===== config.mk =====
export PLATFORM = sky130hd
export DESIGN_NAME = mem_sequencer
export DESIGN_NICKNAME = d
export VERILOG_FILES = /design/src/rtl/mem_sequencer_pkg.sv /design/src/rtl/bus_watchdog.sv /design/src/rtl/mem_sequencer.sv
export SDC_FILE = /design/constraint.sdc
export NUM_CORES = 1
export LEC_CHECK = 0
export ABC_AREA = 0
export CAP_MARGIN = 5
export CORE_UTILIZATION = 32
export CTS_CLUSTER_DIAMETER = 120
export DETAILED_ROUTE_END_ITERATION = 12
export SLEW_MARGIN = 20
export SYNTH_ARGS = -nofsm -noshare
export SYNTH_HDL_FRONTEND = slang
export SYNTH_SLANG_ARGS = --single-unit

===== constraint.sdc =====
create_clock -name clk -period 3.31 [get_ports clk]
set_input_delay 0.662 -clock clk [delete_from_list [all_inputs] [get_ports clk]]
set_output_delay 0.662 -clock clk [all_outputs]
set_load 0.05 [all_outputs]

===== src/rtl/mem_sequencer_pkg.sv =====
// Shared types and constants for the unified-memory fetch/data sequencer.
package mem_sequencer_pkg;

    typedef enum logic [2:0] {
        StFetch,
        StDecode,
        StData,
        StCommit,
        StHalt,
        StErr
    } seq_state_e;

    localparam logic [31:0] InstrNop = 32'h0000_0013;
    localparam logic [2:0]  ModeWord = 3'b010;

    // States that own the memory port and are covered by the watchdog.
    function automatic logic is_bus_state(seq_state_e s);
        return (s == StFetch) || (s == StData);
    endfunction

endpackage


===== src/rtl/bus_watchdog.sv =====
// Counts stalled request cycles; flags expiry on the cycle that would reach TIMEOUT.
module bus_watchdog #(
    parameter int unsigned TIMEOUT = 16
) (
    input  logic clk,
    input  logic rst,
    input  logic clr,
    input  logic wait_cyc,
    output logic expired
);

    localparam int unsigned CntW = (TIMEOUT > 1) ? $clog2(TIMEOUT) : 1;
    localparam logic [CntW-1:0] CntLast = CntW'(TIMEOUT - 1);

    logic [CntW-1:0] cnt_q, cnt_d;

    always_comb begin
        cnt_d = cnt_q;
        if (clr) begin
            cnt_d = '0;
        end else if (wait_cyc) begin
            cnt_d = cnt_q + 1'b1;
        end
        // Expire during the TIMEOUT-th stalled cycle so the request never exceeds TIMEOUT cycles.
        expired = (TIMEOUT != 0) && wait_cyc && (cnt_q == CntLast);
    end

    always_ff @(posedge clk or negedge rst) begin
        if (!rst) begin
            cnt_q <= '0;
        end else begin
            cnt_q <= cnt_d;
        end
    end

endmodule


===== src/rtl/mem_sequencer.sv =====
// Shares one single-port memory between instruction fetch and load/store, one
// instruction per FETCH -> DECODE -> [DATA] -> COMMIT sequence.
module mem_sequencer
    import mem_sequencer_pkg::*;
#(
    parameter int unsigned N        = 32,
    parameter int unsigned MEM_ADDR = 8,
    parameter int unsigned TIMEOUT  = 16
) (
    input  logic                clk,
    input  logic                rst,
    input  logic [MEM_ADDR-1:0] pc_addr,
    input  logic                d_rd,
    input  logic                d_wr,
    input  logic [2:0]          d_read_mode,
    input  logic [1:0]          d_write_mode,
    input  logic [MEM_ADDR-1:0] d_addr,
    input  logic [N-1:0]        d_wdata,
    input  logic                halt_req,
    output logic [N-1:0]        ir,
    output logic [N-1:0]        d_rdata,
    output logic                pc_load,
    output logic                wb_en,
    output logic                halted,
    output logic                bus_err,
    output logic                m_req,
    output logic                m_we,
    output logic [MEM_ADDR-1:0] m_addr,
    output logic [N-1:0]        m_wdata,
    output logic [2:0]          m_read_mode,
    output logic [1:0]          m_write_mode,
    input  logic [N-1:0]        m_rdata,
    input  logic                m_ready
);

    seq_state_e          state_q, state_d;
    logic [N-1:0]        ir_q, ir_d;
    logic [N-1:0]        d_rdata_q, d_rdata_d;
    logic [MEM_ADDR-1:0] m_addr_q;
    logic [N-1:0]        m_wdata_q;
    logic [2:0]          m_read_mode_q;
    logic [1:0]          m_write_mode_q;
    logic                in_fetch, in_data, done, wait_cyc, expired;

    bus_watchdog #(
        .TIMEOUT (TIMEOUT)
    ) u_bus_watchdog (
        .clk      (clk),
        .rst      (rst),
        .clr      (!is_bus_state(state_q)),
        .wait_cyc (wait_cyc),
        .expired  (expired)
    );

    // Port outputs: driven live in FETCH/DATA, otherwise the last driven values.
    // Gating with rst drops the request asynchronously while reset is held.
    always_comb begin
        in_fetch     = rst && (state_q == StFetch);
        in_data      = rst && (state_q == StData);
        m_req        = in_fetch || in_data;
        m_we         = in_data && d_wr;
        m_addr       = m_addr_q;
        m_wdata      = m_wdata_q;
        m_read_mode  = m_read_mode_q;
        m_write_mode = m_write_mode_q;
        if (in_fetch) begin
            m_addr       = pc_addr;
            m_read_mode  = ModeWord;
            m_write_mode = 2'b00;
        end else if (in_data) begin
            m_addr       = d_addr;
            m_wdata      = d_wdata;
            m_read_mode  = d_read_mode;
            m_write_mode = d_write_mode;
        end
        done     = m_req && m_ready;
        wait_cyc = m_req && !m_ready;
        pc_load  = (state_q == StCommit);
        wb_en    = (state_q == StCommit);
        halted   = (state_q == StHalt);
        bus_err  = (state_q == StErr);
        ir       = ir_q;
        d_rdata  = d_rdata_q;
    end

    always_comb begin
        state_d   = state_q;
        ir_d      = ir_q;
        d_rdata_d = d_rdata_q;
        unique case (state_q)
            StFetch: begin
                if (done) begin
                    ir_d    = m_rdata;
                    state_d = StDecode;
                end else if (expired) begin
                    state_d = StErr;
                end
            end
            StDecode: state_d = (d_rd || d_wr) ? StData : StCommit;
            StData: begin
                if (done) begin
                    // A simultaneous store takes the port, so the load data is not captured.
                    if (d_rd && !d_wr) begin
                        d_rdata_d = m_rdata;
                    end
                    state_d = StCommit;
                end else if (expired) begin
                    state_d = StErr;
                end
            end
            StCommit: state_d = halt_req ? StHalt : StFetch;
            StHalt: begin
                if (!halt_req) begin
                    state_d = StFetch;
                end
            end
            StErr:   state_d = StErr;
            default: state_d = StFetch;
        endcase
    end

    always_ff @(posedge clk or negedge rst) begin
        if (!rst) begin
            state_q        <= StFetch;
            ir_q           <= N'(InstrNop);
            d_rdata_q      <= '0;
            m_addr_q       <= '0;
            m_wdata_q      <= '0;
            m_read_mode_q  <= '0;
            m_write_mode_q <= '0;
        end else begin
            state_q        <= state_d;
            ir_q           <= ir_d;
            d_rdata_q      <= d_rdata_d;
            m_addr_q       <= m_addr;
            m_wdata_q      <= m_wdata;
            m_read_mode_q  <= m_read_mode;
            m_write_mode_q <= m_write_mode;
        end
    end

endmodule


==> key figures <==
STA
  • RSZ-0062 raised after global routing: no
  • Fmax: 0.351 GHz
  • Min Hold Slack: 0.108 ns
  • Ratio of final minimum period to clock period: 86.0%
  • Min cycle time layout: 2.85 ns
  • Clock Skew: 0.00672 ns
  • Endpoints failing hold: 0
  • Total setup violations reported at the end of the flow: 0
  • Number of pins exceeding their max-slew limit in the final report: 0
  • Worst slew slack as a fraction of its limit: 38.6%
  • Slew at the pin closest to its max-slew limit: 0.921 ns
  • Setup total negative slack: 0 ns

Yosys
  • Number of warning messages in the yosys log: 0
  • Share of synthesized area occupied by flip-flops and latches: 62.5%
  • Leading cell types by total area after synthesis: dfrtp_1, mux2_2, mux2_4
  • Share of the synthesized area in the top cell type: 60.9%
  • Share of flip-flops with an asynchronous set or reset: 100%
  • Synth unique cells: 35
  • Mapped Nets: 383
  • Number of flops mapped to enable cells by yosys: 0
  • Synthesized area divided by synthesized cell count: 16.0 µm²
  • Library cell with the highest instance count after synthesis: dfrtp_1
  • FF+latch count, synth: 116
  • Dominant register cell in the synthesized netlist: dfrtp_1
  • Instance count of the mapped netlist: 291
  • Cell accounting for the most synthesized area: dfrtp_1
  • Post-synth top cells: dfrtp_1, mux2_2, mux2_4
  • Post-Syn Area: 4650 µm²

Routing
  • Number of DRC violations after detailed-routing iteration 0: 151
  • Via Count: 3,224
  • Vias per inst: 4.63
  • Pre-antenna DRT Iters: 5
  • Residual DRC: 0
  • Avg WL per Cell: 16.6 µm
  • Final WL: 11,600 µm
  • Antenna-violating nets left: 0

Worst hold path
  • Worst hold path type: input port to async pin

Global routing
  • Global-route wire length before repair: 17,800 µm
  • Total global-route track usage: 15.8%
  • Largest net degree at the start of global routing: 75
  • Leftover overflow at the end of global routing: 0
  • Initial antenna violation count: 0
  • Number of global-route vias before repair: 3,456

Die
  • Die span in x: 123 µm
  • Die H: 123 µm
  • Area of the core region: 14,000 µm²
  • Starting density of the core: 33.1%
  • Site Rows: 43
  • Die Outline Area: 15,000 µm²
  • IO Pins: 206

Clock network
  • Setup Buffers After CTS: 0
  • Number of clock buffers inserted by TritonCTS: 17
  • Clock sink total: 116
  • Clock Latency Late Sink: 0.41 ns
  • Clk pin slew, worst setup/hold paths: 0.05 ns
  • Clock tree root driver cell: clkbuf_16
  • Post-CTS Resized: 0
  • # H-tree levels: 4
  • TritonCTS clock tree: yes
  • Clock Path Buffers: 2
  • Hold_buf cts: 0

Finish
  • Filler cell count: 1,138
  • Area grow syn2layout: 63.1%
  • Layout cell share with drive strength beyond 1: 36.6%
  • Number of nets in the layout: 597
  • Final non-filler cell total: 697
  • Number of antenna cells inserted: 0

Critical path
  • Crit-path max FO: 46
  • Worst Setup Path Type: register to output port
  • Worst endpoint data arrival time: 2.18 ns
  • Critical path capture point type: output port
  • Critical Path Start Type: register
  • Required arrival time at the worst endpoint: 2.65 ns
  • Setup slack of the worst register-to-register path: 1.13 ns

Placement
  • Post-placement cell count: 666
  • IO buf count: 205
  • Routability congestion estimate: 0.758
  • Post-DP HPWL: 8190 µm

Power
  • Max rail drop VDD: 0.605 mV
  • Leakage power: 3.41 nW
  • Power density of the placed cells: 1250 nW/µm²

Status
  • Status: finished clean

Run
  • Number of max-capacitance violations reported: 0
-- placed cells by master (no fill, tap or decap), types with 3 or more instances in the layout --
cell	n
a222oi_1	8
buf_4	38
a21oi_1	4
clkinv_2	3
dfstp_2	3
inv_1	10
clkbuf_8	4
clkdlybuf4s50_1	157
buf_12	15
a22o_1	4
nor2_1	5
nand3b_1	3
o21ai_0	4
nand2_1	3
mux2_2	66
mux2_4	30
clkbuf_16	17
bufinv_16	4
dfrtp_1	113
-- layout make-up --
class	count	area [µm²]	share of cell area, %
Inverter	11	41.3	0.545
Clock inverter	9	150	1.98
Tap cell	180	225	2.97
Multi-Input combinational cell	149	1610	21.3
Clock buffer	22	484	6.39
Sequential cell	116	2910	38.4
Timing Repair Buffer	210	2160	28.5
-- cells by family after synthesis --
logic type | count (synthesis) | share of synthesized area (%)
multiplexers | 97 | 25.9
AO/OA/AOI/OAI | 22 | 3.77
flip-flops | 116 | 62.5
AND/OR/NAND/NOR | 28 | 4.28
adder cells (fa/ha/maj) | 1 | 0.269
XOR/XNOR | 1 | 0.189
buffers and inverters | 26 | 3.04
-- metrics by stage --
step | utilization [%] | cell area [µm²] | total power, W | worst slack [ns]
2_1_floorplan | - | 4650 | 0.00573 | 0.495
3_3_place_gp | 49.5 | 6940 | 0.00750 | 0.530
3_5_place_dp | 49.5 | 6940 | 0.00756 | 0.475
4_1_cts | 54.0 | 7580 | 0.00955 | 0.428
5_1_grt | 54.0 | 7580 | 0.00984 | 0.312
6_report | 54.0 | 7580 | 0.00944 | 0.464
-- sequential cells by signal, summed over array words and instances (netlist names) --
register,cells
m_wdata_q,32
state_q,3
m_addr_q,8
ir,32
m_write_mode_q,2
d_rdata,32
m_read_mode_q,3
u_bus_watchdog.cnt_q,4
-- where the power goes --
part | switching, W | internal, W
logic | 0.00320 | 0.00192
registers | 0.000294 | 0.00208
clock network | 0.000613 | 0.00133
total | 0.00411 | 0.00533
-- path summary, 6_finish.rpt --
check	cells after the start	to	start
max	4	m_wdata[12]	state_q[0]
min	1	state_q[1]	rst
min reg2reg	1	m_wdata_q[30]	m_wdata_q[30]
max reg2reg	5	d_rdata[25]	state_q[0]
max in group asynchronous	3	d_rdata[3]	rst
min in group clk	1	m_wdata_q[30]	m_wdata_q[30]
-- critical path, cell delays in order, from the launching register on --
cell      delay (ns)
dfrtp_1         0.51
nor4bb_4        0.38
buf_12          0.29
mux2_2          0.39
buf_4           0.19
-- per-layer routing --
layer | GRT usage [%] | vias to the layer above | part of all wire (%)
met4 | 6.48 | 0 | 1.7
met3 | 5.99 | 14 | 7.1
met5 | 0 | - | 0
met1 | 18.6 | 1622 | 42
met2 | 25.8 | 118 | 49
li1 | - | 1470 | -
(Power assumes the default switching activity.)
